--- config.mk ---
export PLATFORM = sky130hd
export DESIGN_NAME = pe_loader
export DESIGN_NICKNAME = d
export VERILOG_FILES = /design/src/rtl/pe_loader.sv
export SDC_FILE = /design/constraint.sdc
export NUM_CORES = 1
export LEC_CHECK = 0
export BUFFER_PORTS_ARGS = -buffer_cell sky130_fd_sc_hd__buf_4
export CAP_MARGIN = 10
export CORE_MARGIN = 3
export CORE_UTILIZATION = 50
export DETAILED_ROUTE_END_ITERATION = 10
export GPL_TIMING_DRIVEN = 0
export PLACE_DENSITY = 0.7
export RECOVER_POWER = 25
export SLEW_MARGIN = 40
export SYNTH_ARGS = -nofsm -noshare
export SYNTH_HDL_FRONTEND = slang
export SYNTH_SLANG_ARGS = --single-unit
--- constraint.sdc ---
create_clock -name clk -period 7.8 [get_ports clk]
set_input_delay 0.78 -clock clk [delete_from_list [all_inputs] [get_ports clk]]
set_output_delay 0.78 -clock clk [all_outputs]
set_load 0.01 [all_outputs]
--- src/rtl/pe_loader.sv ---
// rtl/pe_loader.sv - host-stream loader: instruction pass-through, then buffered data bursts to the PE
// Optional feature macro: LOADER_LAST_CHK_EN (s_last framing check driving the sticky err flag).
module pe_loader #(
    parameter int INST_NUM   = 32,
    parameter int LOAD_NUM   = 16,
    parameter int ITER_NUM   = 4,
    parameter int GAP_CYCLES = 48
) (
    input  logic        clk,
    input  logic        rst,
    input  logic        start,
    input  logic        s_valid,
    output logic        s_ready,
    input  logic [31:0] s_data,
    input  logic        s_last,
    output logic        inst_out_v,
    output logic [31:0] inst_out,
    output logic        din_pe_v,
    output logic [31:0] din_pe,
    output logic        busy,
    output logic        done,
    output logic        err
);

    localparam int IW = (INST_NUM > 1) ? $clog2(INST_NUM) : 1;
    localparam int AW = (LOAD_NUM > 1) ? $clog2(LOAD_NUM) : 1;
    localparam int GW = $clog2(GAP_CYCLES + 2);

    localparam logic [IW-1:0] INST_LAST = IW'(INST_NUM - 1);
    localparam logic [AW-1:0] LOAD_LAST = AW'(LOAD_NUM - 1);
    localparam logic [6:0]    ITER_LAST = 7'(ITER_NUM - 1);
    localparam logic [GW-1:0] GAP_LAST  = GW'(GAP_CYCLES);

    typedef enum logic [2:0] {
        IDLE,
        INST,
        FILL,
        BURST,
        WAIT,
        DONE
    } state_t;

    state_t          state_q, state_d;
    logic [IW-1:0]   inst_cnt_q, inst_cnt_d;
    logic [AW-1:0]   wr_cnt_q, wr_cnt_d;
    logic [AW-1:0]   rd_cnt_q, rd_cnt_d;
    logic [6:0]      iter_q, iter_d;
    logic [GW-1:0]   gap_q, gap_d;
    logic            err_q, err_d;
    logic            inst_out_v_q;
    logic [31:0]     inst_out_q;
    logic            din_pe_v_q;
    logic [31:0]     din_pe_q;
    logic [31:0]     mem_q [LOAD_NUM];
    logic            accept;
    logic            last_bad;

    // s_ready depends only on the registered state, never on s_valid
    assign s_ready    = (state_q == INST) || (state_q == FILL);
    assign accept     = s_valid && s_ready;
    assign busy       = (state_q != IDLE);
    assign done       = (state_q == DONE);
    assign err        = err_q;
    assign inst_out_v = inst_out_v_q;
    assign inst_out   = inst_out_q;
    assign din_pe_v   = din_pe_v_q;
    assign din_pe     = din_pe_q;

`ifndef LOADER_LAST_CHK_EN
    logic unused_s_last;
    assign unused_s_last = s_last;
`endif

    // framing check: s_last must mark exactly the final word of each block
    always_comb begin
        last_bad = 1'b0;
`ifdef LOADER_LAST_CHK_EN
        if (state_q == INST) begin
            last_bad = (s_last != (inst_cnt_q == INST_LAST));
        end else if (state_q == FILL) begin
            last_bad = (s_last != (wr_cnt_q == LOAD_LAST));
        end
`endif
    end

    // next-state and counter updates
    always_comb begin
        state_d    = state_q;
        inst_cnt_d = inst_cnt_q;
        wr_cnt_d   = wr_cnt_q;
        rd_cnt_d   = rd_cnt_q;
        iter_d     = iter_q;
        gap_d      = gap_q;
        err_d      = err_q;
        case (state_q)
            IDLE: begin
                if (start) begin
                    state_d    = INST;
                    inst_cnt_d = '0;
                    wr_cnt_d   = '0;
                    rd_cnt_d   = '0;
                    iter_d     = '0;
                    gap_d      = '0;
                    err_d      = 1'b0;
                end
            end
            INST: begin
                if (accept) begin
                    if (last_bad) begin
                        err_d      = 1'b1;
                        inst_cnt_d = '0;
                        state_d    = IDLE;
                    end else if (inst_cnt_q == INST_LAST) begin
                        inst_cnt_d = '0;
                        state_d    = FILL;
                    end else begin
                        inst_cnt_d = inst_cnt_q + 1'b1;
                    end
                end
            end
            FILL: begin
                if (accept) begin
                    if (last_bad) begin
                        // abandon the partially filled buffer; no burst is driven
                        err_d    = 1'b1;
                        wr_cnt_d = '0;
                        iter_d   = '0;
                        state_d  = IDLE;
                    end else if (wr_cnt_q == LOAD_LAST) begin
                        wr_cnt_d = '0;
                        rd_cnt_d = '0;
                        state_d  = BURST;
                    end else begin
                        wr_cnt_d = wr_cnt_q + 1'b1;
                    end
                end
            end
            BURST: begin
                if (rd_cnt_q == LOAD_LAST) begin
                    rd_cnt_d = '0;
                    iter_d   = iter_q + 7'd1;
                    gap_d    = '0;
                    if (iter_q == ITER_LAST) begin
                        state_d = DONE;
                    end else if (GAP_CYCLES == 0) begin
                        state_d = FILL;
                    end else begin
                        state_d = WAIT;
                    end
                end else begin
                    rd_cnt_d = rd_cnt_q + 1'b1;
                end
            end
            WAIT: begin
                // first WAIT cycle overlaps the final din_pe_v beat, so count 0..GAP_CYCLES
                if (gap_q == GAP_LAST) begin
                    gap_d   = '0;
                    state_d = FILL;
                end else begin
                    gap_d = gap_q + 1'b1;
                end
            end
            DONE: begin
                iter_d  = '0;
                state_d = IDLE;
            end
            default: begin
                state_d = IDLE;
            end
        endcase
    end

    // state, counters and registered output streams
    always_ff @(posedge clk) begin
        if (rst) begin
            state_q      <= IDLE;
            inst_cnt_q   <= '0;
            wr_cnt_q     <= '0;
            rd_cnt_q     <= '0;
            iter_q       <= '0;
            gap_q        <= '0;
            err_q        <= 1'b0;
            inst_out_v_q <= 1'b0;
            inst_out_q   <= '0;
            din_pe_v_q   <= 1'b0;
            din_pe_q     <= '0;
        end else begin
            state_q      <= state_d;
            inst_cnt_q   <= inst_cnt_d;
            wr_cnt_q     <= wr_cnt_d;
            rd_cnt_q     <= rd_cnt_d;
            iter_q       <= iter_d;
            gap_q        <= gap_d;
            err_q        <= err_d;
            inst_out_v_q <= (state_q == INST) && s_valid;
            inst_out_q   <= ((state_q == INST) && s_valid) ? s_data : 32'd0;
            din_pe_v_q   <= (state_q == BURST);
            din_pe_q     <= (state_q == BURST) ? mem_q[rd_cnt_q] : 32'd0;
        end
    end

    // burst buffer storage; contents are only meaningful once a fill completes
    always_ff @(posedge clk) begin
        if ((state_q == FILL) && accept) begin
            mem_q[wr_cnt_q] <= s_data;
        end
    end

endmodule

==> results of run 1 <==
-- logic make-up after synthesis --
group	count (synthesis)	synth area share, %
fa+ha+maj	10	0.552
other cells	1	0.0165
compound gates	82	2.33
mux	199	15.8
simple gates	153	3.78
xor+xnor	1	0.0386
buf+inv	67	1.29
flops	607	76.2
-- placed cells by master (no fill, tap or decap), types with 8 or more instances in the layout --
| cell | synthesis | layout |
|---|---|---|
| clkbuf_1 | 34 | 68 |
| nand3_1 | 8 | 8 |
| nand2_1 | 21 | 21 |
| nor2_4 | 0 | 12 |
| and2_1 | 33 | 33 |
| buf_2 | 23 | 37 |
| buf_4 | 1 | 92 |
| mux2i_1 | 70 | 70 |
| nand2b_1 | 11 | 11 |
| nor2_1 | 31 | 19 |
| mux4_2 | 128 | 128 |
| clkinv_2 | 0 | 13 |
| o21ai_0 | 9 | 9 |
| edfxtp_1 | 512 | 512 |
| clkbuf_16 | 0 | 59 |
| a21oi_1 | 19 | 19 |
| dfxtp_1 | 95 | 95 |
| o22ai_1 | 32 | 32 |
| buf_8 | 0 | 18 |
| ha_1 | 10 | 10 |
-- flip-flops by register name (all words and copies together), names as in the netlist --
name	cells
mem_q	512
inst_out_v	1
inst_out	32
iter_q	7
rd_cnt_q	4
state_q	3
din_pe_v	1
inst_cnt_q	5
gap_q	6
din_pe	32
wr_cnt_q	4
-- path summary, 6_finish.rpt --
| kind | startpoint | end | slack [ps] |
|---|---|---|---|
| setup / recovery | state_q[2] | mem_q[0][11] | 4720 |
| hold / removal | inst_cnt_q[4] | inst_cnt_q[4] | 460 |
| setup reg to reg | state_q[2] | mem_q[0][11] | 4720 |
| hold reg to reg | inst_cnt_q[4] | inst_cnt_q[4] | 460 |
-- power by group through the flow --
stage | Combinational (uW) | Sequential, uW | Clock (uW)
final | 435 | 3570 | 2900
after global routing | 476 | 3570 | 3100
after CTS | 447 | 3570 | 2960
after detailed placement | 445 | 3640 | 0
after global placement | 427 | 3640 | 0
after floorplan | 263 | 3640 | 0
-- worst min-delay path, cell delays in order (launching register included) --
cell and delay [ps]:
dfxtp_1 310, nand2_1 50, a21oi_1 50
-- routing by layer --
layer  vias up  wire (um)  track usage [%]
met1      6008      20600             29.1
met4         0       1000             5.88
met5         -          0                0
met2       370      24000             34.5
met3        68       3020             3.84
li1       4996          -                -
-- metrics by stage --
step / worst slack (ps) / total power, uW / utilization (%) / instance area [um^2] / hold slack (ps)
2_1_floorplan: 3760 / 3910 / - / 22700 / 436
3_3_place_gp: 1330 / 4060 / 54.4 / 24200 / 446
3_5_place_dp: 4480 / 4080 / 56.0 / 24900 / 455
4_1_cts: 4760 / 6970 / 60.5 / 26900 / 426
5_1_grt: 4520 / 7140 / 60.2 / 26800 / 446
6_report: 4720 / 6900 / 60.2 / 26800 / 459
-- final cells by class --
| type | count | share of cell area, % |
|---|---|---|
| timing repair buffer | 153 | 4.75 |
| clock inverter | 33 | 1.42 |
| buffer | 63 | 1.06 |
| inverter | 4 | 0.0560 |
| tap | 592 | 2.76 |
| clock buffer | 77 | 6.02 |
| sequential | 607 | 64.4 |
| multi-input combinational | 446 | 19.5 |
==> impl_metrics.py, run 1 <==
metrics = {
    "outcome": {
        "outcome": "finished clean",
    },
    "logic_synthesis": {
        "synth-seq-cells": 607,
        "yosysSeqAreaShare_pct": 76.2,
        "synthTopCellsByArea": "edfxtp_1 (68%), mux4_2 (13%), dfxtp_1 (8.4%)",
        "avgSynthCellArea_um2": 20.3,
        "yosysUniqueCellTypes": 54,
        "synth_edf_count": 512,
        "async_reset_ff_share_pct": 0,
        "syn_inst": 1120,
        "synth_nets": 1167,
        "synth_top_cell_area_share_pct": 67.8,
        "synthFlopType": "edfxtp_1",
        "ys_warn_count": 0,
        "netlist_area_um2": 22700,
        "yosysMostFrequentCell": "edfxtp_1",
        "synthTopCellsByCount": "edfxtp_1 (512), mux4_2 (128), dfxtp_1 (95), mux2i_1 (70), clkbuf_1 (34)",
        "yosysTopAreaCell": "edfxtp_1",
    },
    "critical_path": {
        "worst_path_max_delay_cell": "nor3_2",
        "path_buf_inv": 6,
        "arrival_ps": 3410,
        "path_depth": 10,
        "worstSetupPathType": "register to register",
        "r2r_cells": 10,
        "crit_chain": "buf_2 > clkbuf_1 > nor2_1 > and3_1 > nand2_1 > nor3_2 > buf_2 > buf_4 > buf_4 > buf_4",
        "crit_path_start_kind": "register",
        "cp-end-kind": "register",
        "crit_top_cell": "buf_4",
        "critPathTopFamily": "buffers and inverters",
        "cpPeakStageDelay_ps": 470,
        "cp_max_fo": 10,
        "crit_required_ps": 8130,
    },
    "detailed_routing": {
        "drt-total-wl_um": 48600,
        "wl_per_cell_um": 24.6,
        "drt_iter0_markers": 1099,
        "viasPerCell": 5.79,
        "drc": 0,
        "drtAntennaViolNets": 0,
        "num_vias": 11400,
        "first_pass_iters": 7,
    },
    "timing": {
        "slew_headroom_pct": 43.7,
        "hold_viol": 0,
        "setup_violations": 0,
        "drv_slew": 0,
        "period_minus_slack_ps": 3080,
        "max_freq_mhz": 325,
        "finalSetupTns_ps": 0,
        "worst_pin_slew_ps": 845,
        "post-route-period-util_pct": 39.4,
        "skew_ps": 31.8,
        "rsz0062_at_grt": "false",
    },
    "global_routing": {
        "grt_pass1_vias": 11900,
        "grt_pass1_wl_um": 74200,
        "grt_max_degree": 18,
        "antenna_found_initial": 1,
        "grt_usage_pct": 20.9,
        "grt_remaining_overflow": 0,
    },
    "clock_network": {
        "cts-root-buf": "clkbuf_16",
        "post_cts_buffers": 0,
        "numCtsBuffers": 58,
        "clk_pin_slew_ps": 60,
        "ctsHoldBuffers": 0,
        "cts-resized-gates": 0,
        "clk_path_buf_depth": 3,
        "cts_max_level": 2,
        "clkSinkCount": 607,
        "cts_tree": "done",
        "clk_latency_ps": 630,
    },
    "floorplan": {
        "coreArea_um2": 44500,
        "start_util_pct": 51.0,
        "die_w_um": 219,
        "die_y_um": 219,
        "rows": 77,
        "num_io_pins": 107,
        "die_area_um2": 48000,
    },
    "placement": {
        "routabilityCongestion": 0.779,
        "port_buffers": 103,
        "placed_cells": 1865,
        "post-dp-hpwl_um": 31500,
    },
    "cells_and_area": {
        "seqCellArea_um2": 17300,
        "synthToLayoutAreaGrowth_pct": 18.2,
        "final_cell_count_no_fill": 1975,
        "drive_gt1_share_pct": 29.4,
        "antenna_cells": 0,
        "multiInputGateArea_um2": 5230,
        "nFillCells": 3179,
        "nets": 1380,
    },
    "min_path": {
        "min_path_cells": 2,
        "worst_hold_path_type": "register to register",
    },
    "power_and_ir_drop": {
        "vdd_drop_max_v": 0.000179,
        "p_comb_share_pct": 6.3,
        "p_clk_share_pct": 42.0,
        "switchingPower_uw": 1470,
        "powerDensity_nw_per_um2": 257,
        "intPower_uw": 5430,
        "p_sw_share_pct": 21.3,
        "power.leakage_uw": 0.00860,
        "p_seq_share_pct": 51.7,
    },
    "flow_run": {
        "drv_cap": 0,
    },
}
(Power assumes the default switching activity.)
==> inputs of run 2 (changes only) <==
- PLACE_DENSITY: 0.7 -> 0.73
- clock period: 7.8 -> 2.8 ns (I/O delays scaled with it)
==> run 2 against run 1 <==
First-iteration DRC count decreased by 1.7%. Critical path type unchanged. Clock-buffer cell count decreased by 1. Flip-flop and latch count unchanged. Cell area is 1.7% higher. Fmax is 13% higher. Non-clock buffer count is 33 higher. Utilization increased by 1.1 points. Critical endpoint is now din_pe[1]. Register-to-register slack got worse by 4700 ps.
==> impl_metrics.py, run 2 (same netlist as run 1, synthesis figures left out) <==
metrics = {
    "placement": {
        "port_buffers": 103,
        "placed_cells": 1852,
        "pre_cts_ws_ps": -46.4,
        "post-dp-hpwl_um": 31300,
        "routabilityCongestion": 0.796,
        "place_area_um2": 25000,
    },
    "timing": {
        "post-route-period-util_pct": 97.5,
        "hold_viol": 0,
        "slew_headroom_pct": 40.3,
        "max_freq_mhz": 366,
        "rsz0062_at_grt": "true",
        "setup_ws_ps": 71.3,
        "worst_pin_slew_ps": 895,
        "setup_violations": 0,
        "drv_slew": 0,
        "skew_ps": 23.3,
        "period_minus_slack_ps": 2730,
        "finalSetupTns_ps": 0,
    },
    "detailed_routing": {
        "drc": 0,
        "wl_per_cell_um": 24.0,
        "drtAntennaViolNets": 0,
        "drt-total-wl_um": 48100,
        "first_pass_iters": 5,
        "drt_iter0_markers": 1080,
        "viasPerCell": 5.78,
        "num_vias": 11600,
    },
    "flow_run": {
        "drv_cap": 0,
    },
    "critical_path": {
        "cp-end-kind": "register",
        "reg2reg_slack_ps": 70,
        "crit_chain": "clkbuf_1 > clkbuf_1 > mux4_2 > mux2i_1 > o22ai_1",
        "arrival_ps": 3170,
        "worst_path_max_delay_cell": "clkbuf_1",
        "reg2reg_from": "rd_cnt_q[1]",
        "startpoint": "rd_cnt_q[1]",
        "crit_path_start_kind": "register",
        "crit_required_ps": 3240,
        "cp_max_fo": 10,
        "worstSetupEndpoint": "din_pe[1]",
        "cpPeakStageDelay_ps": 740,
        "crit_top_cell": "clkbuf_1",
        "r2r-end": "din_pe[1]",
        "worstSetupPathType": "register to register",
        "r2r_cells": 5,
    },
    "cells_and_area": {
        "final_common_cell": "edfxtp_1",
        "final_cell_mix": "edfxtp_1 (512), mux4_2 (128), buf_4 (98)",
        "fin_area_um2": 27300,
        "largest_register": "mem_q",
        "synthToLayoutAreaGrowth_pct": 20.3,
        "nets": 1413,
        "seqCellArea_um2": 17300,
        "largest_reg_flops": 512,
        "drive_gt1_share_pct": 29.0,
        "final_cell_count_no_fill": 2008,
        "multiInputGateArea_um2": 5250,
        "nFillCells": 3133,
    },
    "power_and_ir_drop": {
        "power_uw": 19000,
        "powerDensity_nw_per_um2": 698,
        "power.leakage_uw": 0.00873,
        "vdd_drop_max_v": 0.000590,
    },
    "floorplan": {
        "die_w_um": 219,
        "start_util_pct": 51.0,
        "die_area_um2": 48000,
        "rows": 77,
        "coreArea_um2": 44500,
        "die_y_um": 219,
        "num_io_pins": 107,
    },
    "clock_network": {
        "cts_tree": "done",
        "cts-root-buf": "clkbuf_16",
        "clkSinkCount": 607,
        "clk_path_buf_depth": 3,
        "cts_max_level": 2,
        "clk_latency_ps": 620,
        "numCtsBuffers": 58,
        "clk_pin_slew_ps": 60,
    },
    "min_path": {
        "worst_hold_path_type": "primary input to register",
    },
    "global_routing": {
        "grt_pass1_wl_um": 73200,
        "grt_remaining_overflow": 0,
        "grt_usage_pct": 20.5,
        "antenna_found_initial": 2,
        "grt_max_degree": 18,
        "grt_pass1_vias": 11800,
    },
    "outcome": {
        "outcome": "finished clean",
    },
}
==> run 2: worst min path at each step <==
| stage | from | to | cells past startpoint |
|---|---|---|---|
| after CTS | s_valid | inst_cnt_q[1] | 3 |
| after detailed placement | inst_cnt_q[4] | inst_cnt_q[4] | 2 |
| after global routing | s_valid | inst_cnt_q[4] | 3 |
| after global placement | inst_cnt_q[4] | inst_cnt_q[4] | 2 |
| after floorplan | rst | din_pe_v | 1 |
| final | s_valid | inst_cnt_q[4] | 3 |
==> run 2: repair_timing <==
action | 4_1_cts | 5_1_grt
setup buffers | 0 | 13
endpoints found under the hold margin | 539 | 0
endpoints found under the setup margin | 2 | 93
hold buffers | 33 | 0
pin swaps | 0 | 5
gates resized for setup | 1 | 6
==> run 2: worst max-delay path: cells and delay by family (launching register included) <==
kind                   cells  cell delay [ps]
buffers and inverters      2             1310
AO/OA/AOI/OAI              1              130
flip-flops                 1              510
multiplexers               2              590
==> run 2: per-layer routing <==
metal,global-route usage [%],up-vias,routed length (um)
met5,0,-,0
met2,34.2,410,24300
met3,3.96,77,3040
met1,28.0,6039,19800
li1,-,5074,-
met4,5.94,0,1080
==> run 2: where the power goes <==
part	total, uW	switching (uW)	internal (uW)	leakage [uW]
clock network	7830	3370	4460	0.000923
logic	1280	719	559	0.00244
registers	9940	45.2	9900	0.00537
total	19000	4130	14900	0.00873
==> run 2: layout make-up <==
type	instances	share of cell area, %
Timing Repair Buffer	186	6.48
Multi-Input combinational cell	446	19.2
Inverter	4	0.0550
Buffer	63	1.06
Antenna cell	1	0.00917
Tap cell	592	2.71
Clock buffer	76	5.91
Clock inverter	33	1.20
Sequential cell	607	63.3
==> run 2: through the flow <==
step | hold WS, ps | utilization, %
2_1_floorplan | 364 | -
3_3_place_gp | 444 | 54.4
3_5_place_dp | 463 | 56.1
4_1_cts | 83.9 | 61.2
5_1_grt | 123 | 61.3
6_report | 116 | 61.3
